[src/rtl/instr_mem_fetch.sv]
// instr_mem_fetch
//   Parametrised instruction memory for the fetch stage. After reset it
//   clears every word with a hardware sweep. It then accepts program
//   writes and serves fetches over a valid/ready handshake. A fetch
//   response appears one cycle after the request is accepted. Misaligned
//   or out-of-range fetches are flagged and return FAULT_INSTR.
//
// Ports
//   clk, reset_n            clock (rising edge), async active-low reset
//   init_done               clear sweep finished (state RUN)
//   prog_we/addr/data       program write port; accepted when prog_ready
//   prog_ready              write port open (RUN)
//   req_valid/addr/ready    fetch request handshake (byte address)
//   resp_valid/ready        fetch response handshake
//   resp_instr              fetched word, or FAULT_INSTR on a fault
//   resp_fault              00 ok, 01 misaligned, 10 out of range
module instr_mem_fetch #(
    parameter int unsigned DEPTH       = 64,
    parameter int unsigned AW          = 32,
    parameter logic [31:0] CLEAR_VALUE = 32'h0000_0000,
    parameter logic [31:0] FAULT_INSTR = 32'h0000_0013
) (
    input  logic                     clk,
    input  logic                     reset_n,
    output logic                     init_done,
    input  logic                     prog_we,
    input  logic [$clog2(DEPTH)-1:0] prog_addr,
    input  logic [31:0]              prog_data,
    output logic                     prog_ready,
    input  logic                     req_valid,
    input  logic [AW-1:0]            req_addr,
    output logic                     req_ready,
    output logic                     resp_valid,
    input  logic                     resp_ready,
    output logic [31:0]              resp_instr,
    output logic [1:0]               resp_fault
);

    localparam int unsigned IW = $clog2(DEPTH);

    typedef enum logic {
        INIT = 1'b0,
        RUN  = 1'b1
    } state_t;

    state_t        state_q, state_d;
    logic [IW-1:0] idx_q, idx_d;
    logic          init_done_q, init_done_d;
    logic          prog_ready_q, prog_ready_d;
    logic          resp_valid_q, resp_valid_d;
    logic [31:0]   resp_instr_q, resp_instr_d;
    logic [1:0]    resp_fault_q, resp_fault_d;

    logic [31:0]   mem [DEPTH];

    logic          mem_we;
    logic [IW-1:0] mem_waddr;
    logic [31:0]   mem_wdata;

    logic [AW-3:0] word_addr;
    logic [AW-3:0] word_hi;
    logic          misaligned;
    logic          out_of_range;
    logic [1:0]    fault_code;
    logic [IW-1:0] rd_idx;
    logic          accept;
    logic          retire;

    // DEPTH is a power of two, so word_addr >= DEPTH exactly when any bit
    // above the index field is set. The full word address is examined, so
    // large addresses never alias onto valid words.
    assign word_addr    = req_addr[AW-1:2];
    assign word_hi      = word_addr >> IW;
    assign misaligned   = (req_addr[1:0] != 2'b00);
    assign out_of_range = |word_hi;
    assign rd_idx       = req_addr[IW+1:2];

    always_comb begin
        fault_code = 2'b00;
        if (misaligned) begin
            fault_code = 2'b01;
        end else if (out_of_range) begin
            fault_code = 2'b10;
        end
    end

    // A program write has priority, so a fetch waits out the write cycle.
    assign req_ready = (state_q == RUN) && !prog_we
                       && (!resp_valid_q || resp_ready);
    assign accept    = req_valid && req_ready;
    assign retire    = resp_valid_q && resp_ready;

    always_comb begin
        mem_we    = 1'b0;
        mem_waddr = idx_q;
        mem_wdata = CLEAR_VALUE;
        if (state_q == INIT) begin
            mem_we = 1'b1;
        end else if (prog_we) begin
            mem_we    = 1'b1;
            mem_waddr = prog_addr;
            mem_wdata = prog_data;
        end
    end

    // Storage has no reset; contents come from the sweep and program writes.
    always_ff @(posedge clk) begin
        if (mem_we) begin
            mem[mem_waddr] <= mem_wdata;
        end
    end

    always_comb begin
        state_d      = state_q;
        idx_d        = idx_q;
        init_done_d  = init_done_q;
        prog_ready_d = prog_ready_q;
        resp_valid_d = resp_valid_q;
        resp_instr_d = resp_instr_q;
        resp_fault_d = resp_fault_q;
        case (state_q)
            INIT: begin
                idx_d = idx_q + 1'b1;
                if (idx_q == IW'(DEPTH - 1)) begin
                    state_d      = RUN;
                    init_done_d  = 1'b1;
                    prog_ready_d = 1'b1;
                end
            end
            RUN: begin
                if (accept) begin
                    resp_valid_d = 1'b1;
                    resp_fault_d = fault_code;
                    resp_instr_d = (fault_code != 2'b00) ? FAULT_INSTR
                                                         : mem[rd_idx];
                end else if (retire) begin
                    resp_valid_d = 1'b0;
                end
            end
            default: begin
                state_d = INIT;
            end
        endcase
    end

    always_ff @(posedge clk or negedge reset_n) begin
        if (!reset_n) begin
            state_q      <= INIT;
            idx_q        <= '0;
            init_done_q  <= 1'b0;
            prog_ready_q <= 1'b0;
            resp_valid_q <= 1'b0;
            resp_instr_q <= '0;
            resp_fault_q <= '0;
        end else begin
            state_q      <= state_d;
            idx_q        <= idx_d;
            init_done_q  <= init_done_d;
            prog_ready_q <= prog_ready_d;
            resp_valid_q <= resp_valid_d;
            resp_instr_q <= resp_instr_d;
            resp_fault_q <= resp_fault_d;
        end
    end

    assign init_done  = init_done_q;
    assign prog_ready = prog_ready_q;
    assign resp_valid = resp_valid_q;
    assign resp_instr = resp_instr_q;
    assign resp_fault = resp_fault_q;

endmodule

[config.mk]
export PLATFORM = sky130hd
export DESIGN_NAME = instr_mem_fetch
export DESIGN_NICKNAME = d
export VERILOG_FILES = /design/src/rtl/instr_mem_fetch.sv
export SDC_FILE = /design/constraint.sdc
export NUM_CORES = 2
export LEC_CHECK = 0
export CORE_AREA = 2 2 417 419
export CTS_BUF_LIST = sky130_fd_sc_hd__clkbuf_8 sky130_fd_sc_hd__clkbuf_16
export DETAILED_ROUTE_END_ITERATION = 16
export DIE_AREA = 0 0 419 421
export GPL_TIMING_DRIVEN = 0
export SYNTH_ARGS = -nofsm -noshare
export SYNTH_HDL_FRONTEND = slang
export SYNTH_SLANG_ARGS = --single-unit
[constraint.sdc]
create_clock -name clk -period 3.9 [get_ports clk]
set_input_delay 0.585 -clock clk [delete_from_list [all_inputs] [get_ports clk]]
set_output_delay 0.585 -clock clk [all_outputs]
set_load 0.05 [all_outputs]
* Word-level counts from Yosys, hierarchy flattened *
Memories as Yosys holds them, arrays and structs flattened.
Index checks and enable logic that the tools add are counted.

word-level totals
  flip-flop bits (word level) = 43
  bits in writable memories = 2,048
  input port bits = 75
  output and inout port bits = 38
  logic and storage cells = 39
  memories = 1

memories
  memory  depth  bits a word  read ports  clocked after Yosys merged registers in  write ports  RTL line  source
  mem     64     32           1           0                                        1            54        logic [31:0] mem [DEPTH];

cells by class
  add/sub/neg operators = 1
  equal/unequal tests = 1
  multiplexer cells = 15
  bitwise operators = 1
  reduce and logical (&&, ||, !) cells = 14

operators by type and width
  kind                                                            count
  32-bit 2-to-1 mux                                               3
  24-bit OR reduction                                             1
  6-bit 2-to-1 mux                                                2
  1-bit 2-to-1 mux                                                8
  6-bit by 1-bit adder with 6-bit output (second input constant)  1
  6-bit == test (second input constant)                           1
  2-bit AND reduction                                             3
  2-bit nonzero test                                              3
  1-bit logical AND                                               4
  2-bit 2-to-1 mux                                                2
  1-bit zero test                                                 2
  1-bit logical OR                                                1
  1-bit NOT                                                       1

* Depth between registers and ports, before layout *
  depth in word-level cells = 6
  depth in mapped cells = 10
  depth with buffers taken out = 5

* Worst setup path before layout *
No wires, ideal clock.

  path kind = input to register
  start point = input port prog_we
  end point = memory mem[49][0] (enable)
  setup time = 421 ps
  arrival time = 2,988 ps
  required time = 3,479 ps
  setup slack = 491 ps
  stages on the path = 5
  path buffers = 1
  path through = and2_1 clkbuf_1 mux2i_1 or3b_2 nor2_1

between the ends
  longest elaborated chain between the ends = 4
  elaborated cells between the ends (all ways) = 6
  those cells by class = 6 x mux

ends and longest elaborated chain
  element                                 RTL line  source
  start, declared                         26        input logic prog_we,
  1-bit 2-to-1 mux                        99        end else if (prog_we) begin
  1-bit 2-to-1 mux                        97        if (state_q == INIT) begin
  1-bit 2-to-1 mux                        108       if (mem_we) begin
  1-bit 2-to-1 mux (implied by the code)  109       mem[mem_waddr] <= mem_wdata;
  end, declared                           54

Parallel ways exist; a longest one is shown, timed or not.

* Worst setup path after layout *
  start point = input port req_addr[5]
  end point = register resp_instr_q[12] (netlist: resp_instr[12])

between the ends
  longest elaborated chain between the ends = 2

ends and longest elaborated chain
  element                  RTL line  source
  start, declared          31        input logic [AW-1:0] req_addr,
  memory read 64 x 32 bit  -
  32-bit 2-to-1 mux        134       resp_instr_d = (fault_code != 2'b00) ? FAULT_INSTR
  end signal, assigned     161       resp_instr_q <= resp_instr_d;
  end, declared            51        logic [31:0] resp_instr_q, resp_instr_d;

No other way between the ends.
A chain may end at the register's enable or synchronous reset.

==> results.toml <==
[outcome]
outcome = "finished, violations left"
violations = "capacitance limit, slew limit, setup timing"

[sta]
finalCriticalPeriod_ns = 4.21
maxSlewHeadroom_pct = -7.53
fmax_mhz = 237
hold_ws_ns = 0.382
finClkSkew_ns = 0.0595
setup_violations = 9
maxSlewViolCount = 11
tns_ns = -0.915
worst_pin_slew_ns = 1.61
rsz0062_at_grt = "yes"
final.period_utilization_pct = 108
worst_slack_ns = -0.314
hold_viol = 0

[cts]
cts-root-buf = "clkbuf_16"
clock_latency_ns = 0.87
htree_levels = 4
clkTransAtPathRegs_ns = 0.06
cts.path.max_buffers = 3
clkSinkCount = 2091
tritoncts = "done"
cts-buffers-inserted = 208

[worst_setup_path]
worst-path-max-fanout = 10
cp_slowest_cell = "a2bb2oi_1"
startpoint_type = "input pin"
crit_required_ns = 4.66
endpoint_kind = "register"
path_cells = "clkdlybuf4s50_1 > clkinv_1 > clkbuf_1 > mux2i_1 > a2bb2oi_1 > a22oi_1 > a32o_1"
critical_path_class = "in -> reg"
cpPeakStageDelay_ns = 1.04
worst_ep_arrival_time_ns = 4.97

[floorplanning]
chipWidth_um = 419
rows = 153
core_area_um2 = 172000
io_pins = 113
start_util_pct = 46.5
die_area_um2 = 176000
die_h_um = 421

[logic_synthesis]
syn_inst = 3757
seq_area_frac_synth_pct = 78.0
synth_edf_count = 2048
postSynthAreaPerCell_um2 = 21.4
synth.net_count = 3833
synth_area_um2 = 80200
ys.flop_type = "edfxtp_1"
async_flop_share_pct = 2.06
synth_seq_cells = 2091
yosys_warnings = 0
synth_cell_type_count = 60

[global_route]
grt_pass1_wl_mm = 333
globalRoute.totalOverflow = 0
antenna_found_initial = 7
grt_use_total_pct = 27.6
grt_pass1_vias = 40700
grt_max_degree = 65

[routing]
vias = 42100
drt-total-wl_mm = 244
drt-initial-drc-count = 6231
post-route-drc-count = 0
firstDrtPassIters = 5
ant_nets = 0
wire_per_inst_um = 36.3
viasPerCell = 6.26

[cells_and_area]
fin_util_pct = 54.6
drive_gt1_share_pct = 24.7
final_nets = 4294
area.growth.synth_to_final_pct = 17.3

[pwr]
vdd_drop_max_mv = 0.402
total_power_mw = 45.5
p_per_area_nw_per_um2 = 483
power.leakage_nw = 25.9

[placed_design]
dp_hpwl_mm = 162
place_ws_ns = -1.16
numPortBuffers = 108
place_congestion = 0.906

[flow_run]
drv_cap = 1

[hold_path]
hp-class = "in -> async"
## critical path, delay by kind of cell
kind            cells  cell delay [ns]
buf+inv             3             2.20
compound gates      3             1.83
mux                 1             0.32
## stage by stage
stage               cells  instance area [um^2]
finish               6725                 94200
global route         6722                 94200
CTS                  6691                 93800
detailed placement   6281                 86700
global placement     6190                 84200
floorplan            3757                 80200
## metal layers
layer	up-vias	GRT usage (%)	share of wire, %
li1	16800	-	-
met1	22500	38.7	39
met2	2381	41.4	45
met3	416	7.52	11
met4	4	11.3	4.5
met5	-	0	0.011
## final timing paths
path                              from             end  slack, ns  cells after the start
hold reg to reg             prog_ready      prog_ready       0.51                      1
hold / removal                 reset_n         state_q       0.38                      2
setup reg to reg               state_q     mem[63][11]       0.23                      9
min in group clk            resp_ready      resp_valid       0.39                      3
max in group asynchronous      reset_n        idx_q[5]       2.86                      3
setup / recovery           req_addr[5]  resp_instr[12]      -0.31                      7
## power by group
| part | internal [mW] | switching (mW) | total, mW |
|---|---|---|---|
| clock | 11.0 | 8.68 | 19.7 |
| sequential | 24.3 | 0 | 24.3 |
| combinational | 0.477 | 1.03 | 1.50 |
## cell usage in the layout (no fill, tap or decap), types with 31 or more instances in the layout
master	count
a211oi_1	58
clkinv_1	39
clkbuf_1	82
nand2_1	133
edfxtp_1	2048
dfrtp_1	43
o22ai_1	54
a22oi_1	50
nor2_4	64
buf_4	73
clkbuf_16	208
inv_1	62
o21ai_0	31
clkdlybuf4s50_1	106
o221ai_1	46
buf_12	94
mux4_2	394
clkinv_2	42
buf_2	68
mux2i_1	278
nor2_1	44
## cell usage after synthesis, drive strengths merged, types with 15 or more instances
cell type	count	area (um^2)
nand2	133	499
a22o	19	166
o21ai	33	165
mux2	18	203
o41ai	15	131
buf	131	812
and3	34	213
clkbuf	84	317
nand3	16	105
mux2i	278	2780
mux4	394	8870
dfrtp	43	1080
a22oi	50	375
edfxtp	2048	61500
a21o	16	120
a221oi	27	236
a211oi	58	435
a21oi	27	135
nor2	109	409
o221ai	46	403
a2111oi	17	149
o22ai	54	338
## cells by family after synthesis
family | Yosys count | share of synthesized area, %
muxes | 690 | 14.8
xor gates and xnor gates | 5 | 0.0546
DFF | 2091 | 78.0
AOI/OAI and AO/OA | 404 | 3.76
and+or+nand+nor | 340 | 1.94
adders and majority gates | 1 | 0.0156
buffers and inverters | 226 | 1.46
## layout make-up
| type | count | area [um^2] |
|---|---|---|
| Clock buffer | 218 | 5340 |
| Timing Repair Buffer | 251 | 3690 |
| Inverter | 11 | 41.3 |
| Clock inverter | 171 | 1380 |
| Antenna cell | 3 | 7.51 |
| Fill cell | 13000 | 78300 |
| Tap cell | 2325 | 2910 |
| Multi-Input combinational cell | 1440 | 17100 |
| Buffer | 215 | 1130 |
| Sequential cell | 2091 | 62600 |
## registers in the layout, indices dropped and copies added, names as in the netlist
name and cells:
prog_ready 1, resp_fault 2, mem 2048, idx_q 6
resp_instr 32, state_q 1, resp_valid 1
## repair_timing
action / CTS / global route
pin swaps: 12 / 14
hold buffers: 1 / 0
buffers inserted: 20 / 31
setup endpoints to repair: 225 / 238
gates resized for setup: 2 / 5
hold endpoints to repair: 23 / 0
Note: power is estimated with default switching activity, not from simulation.
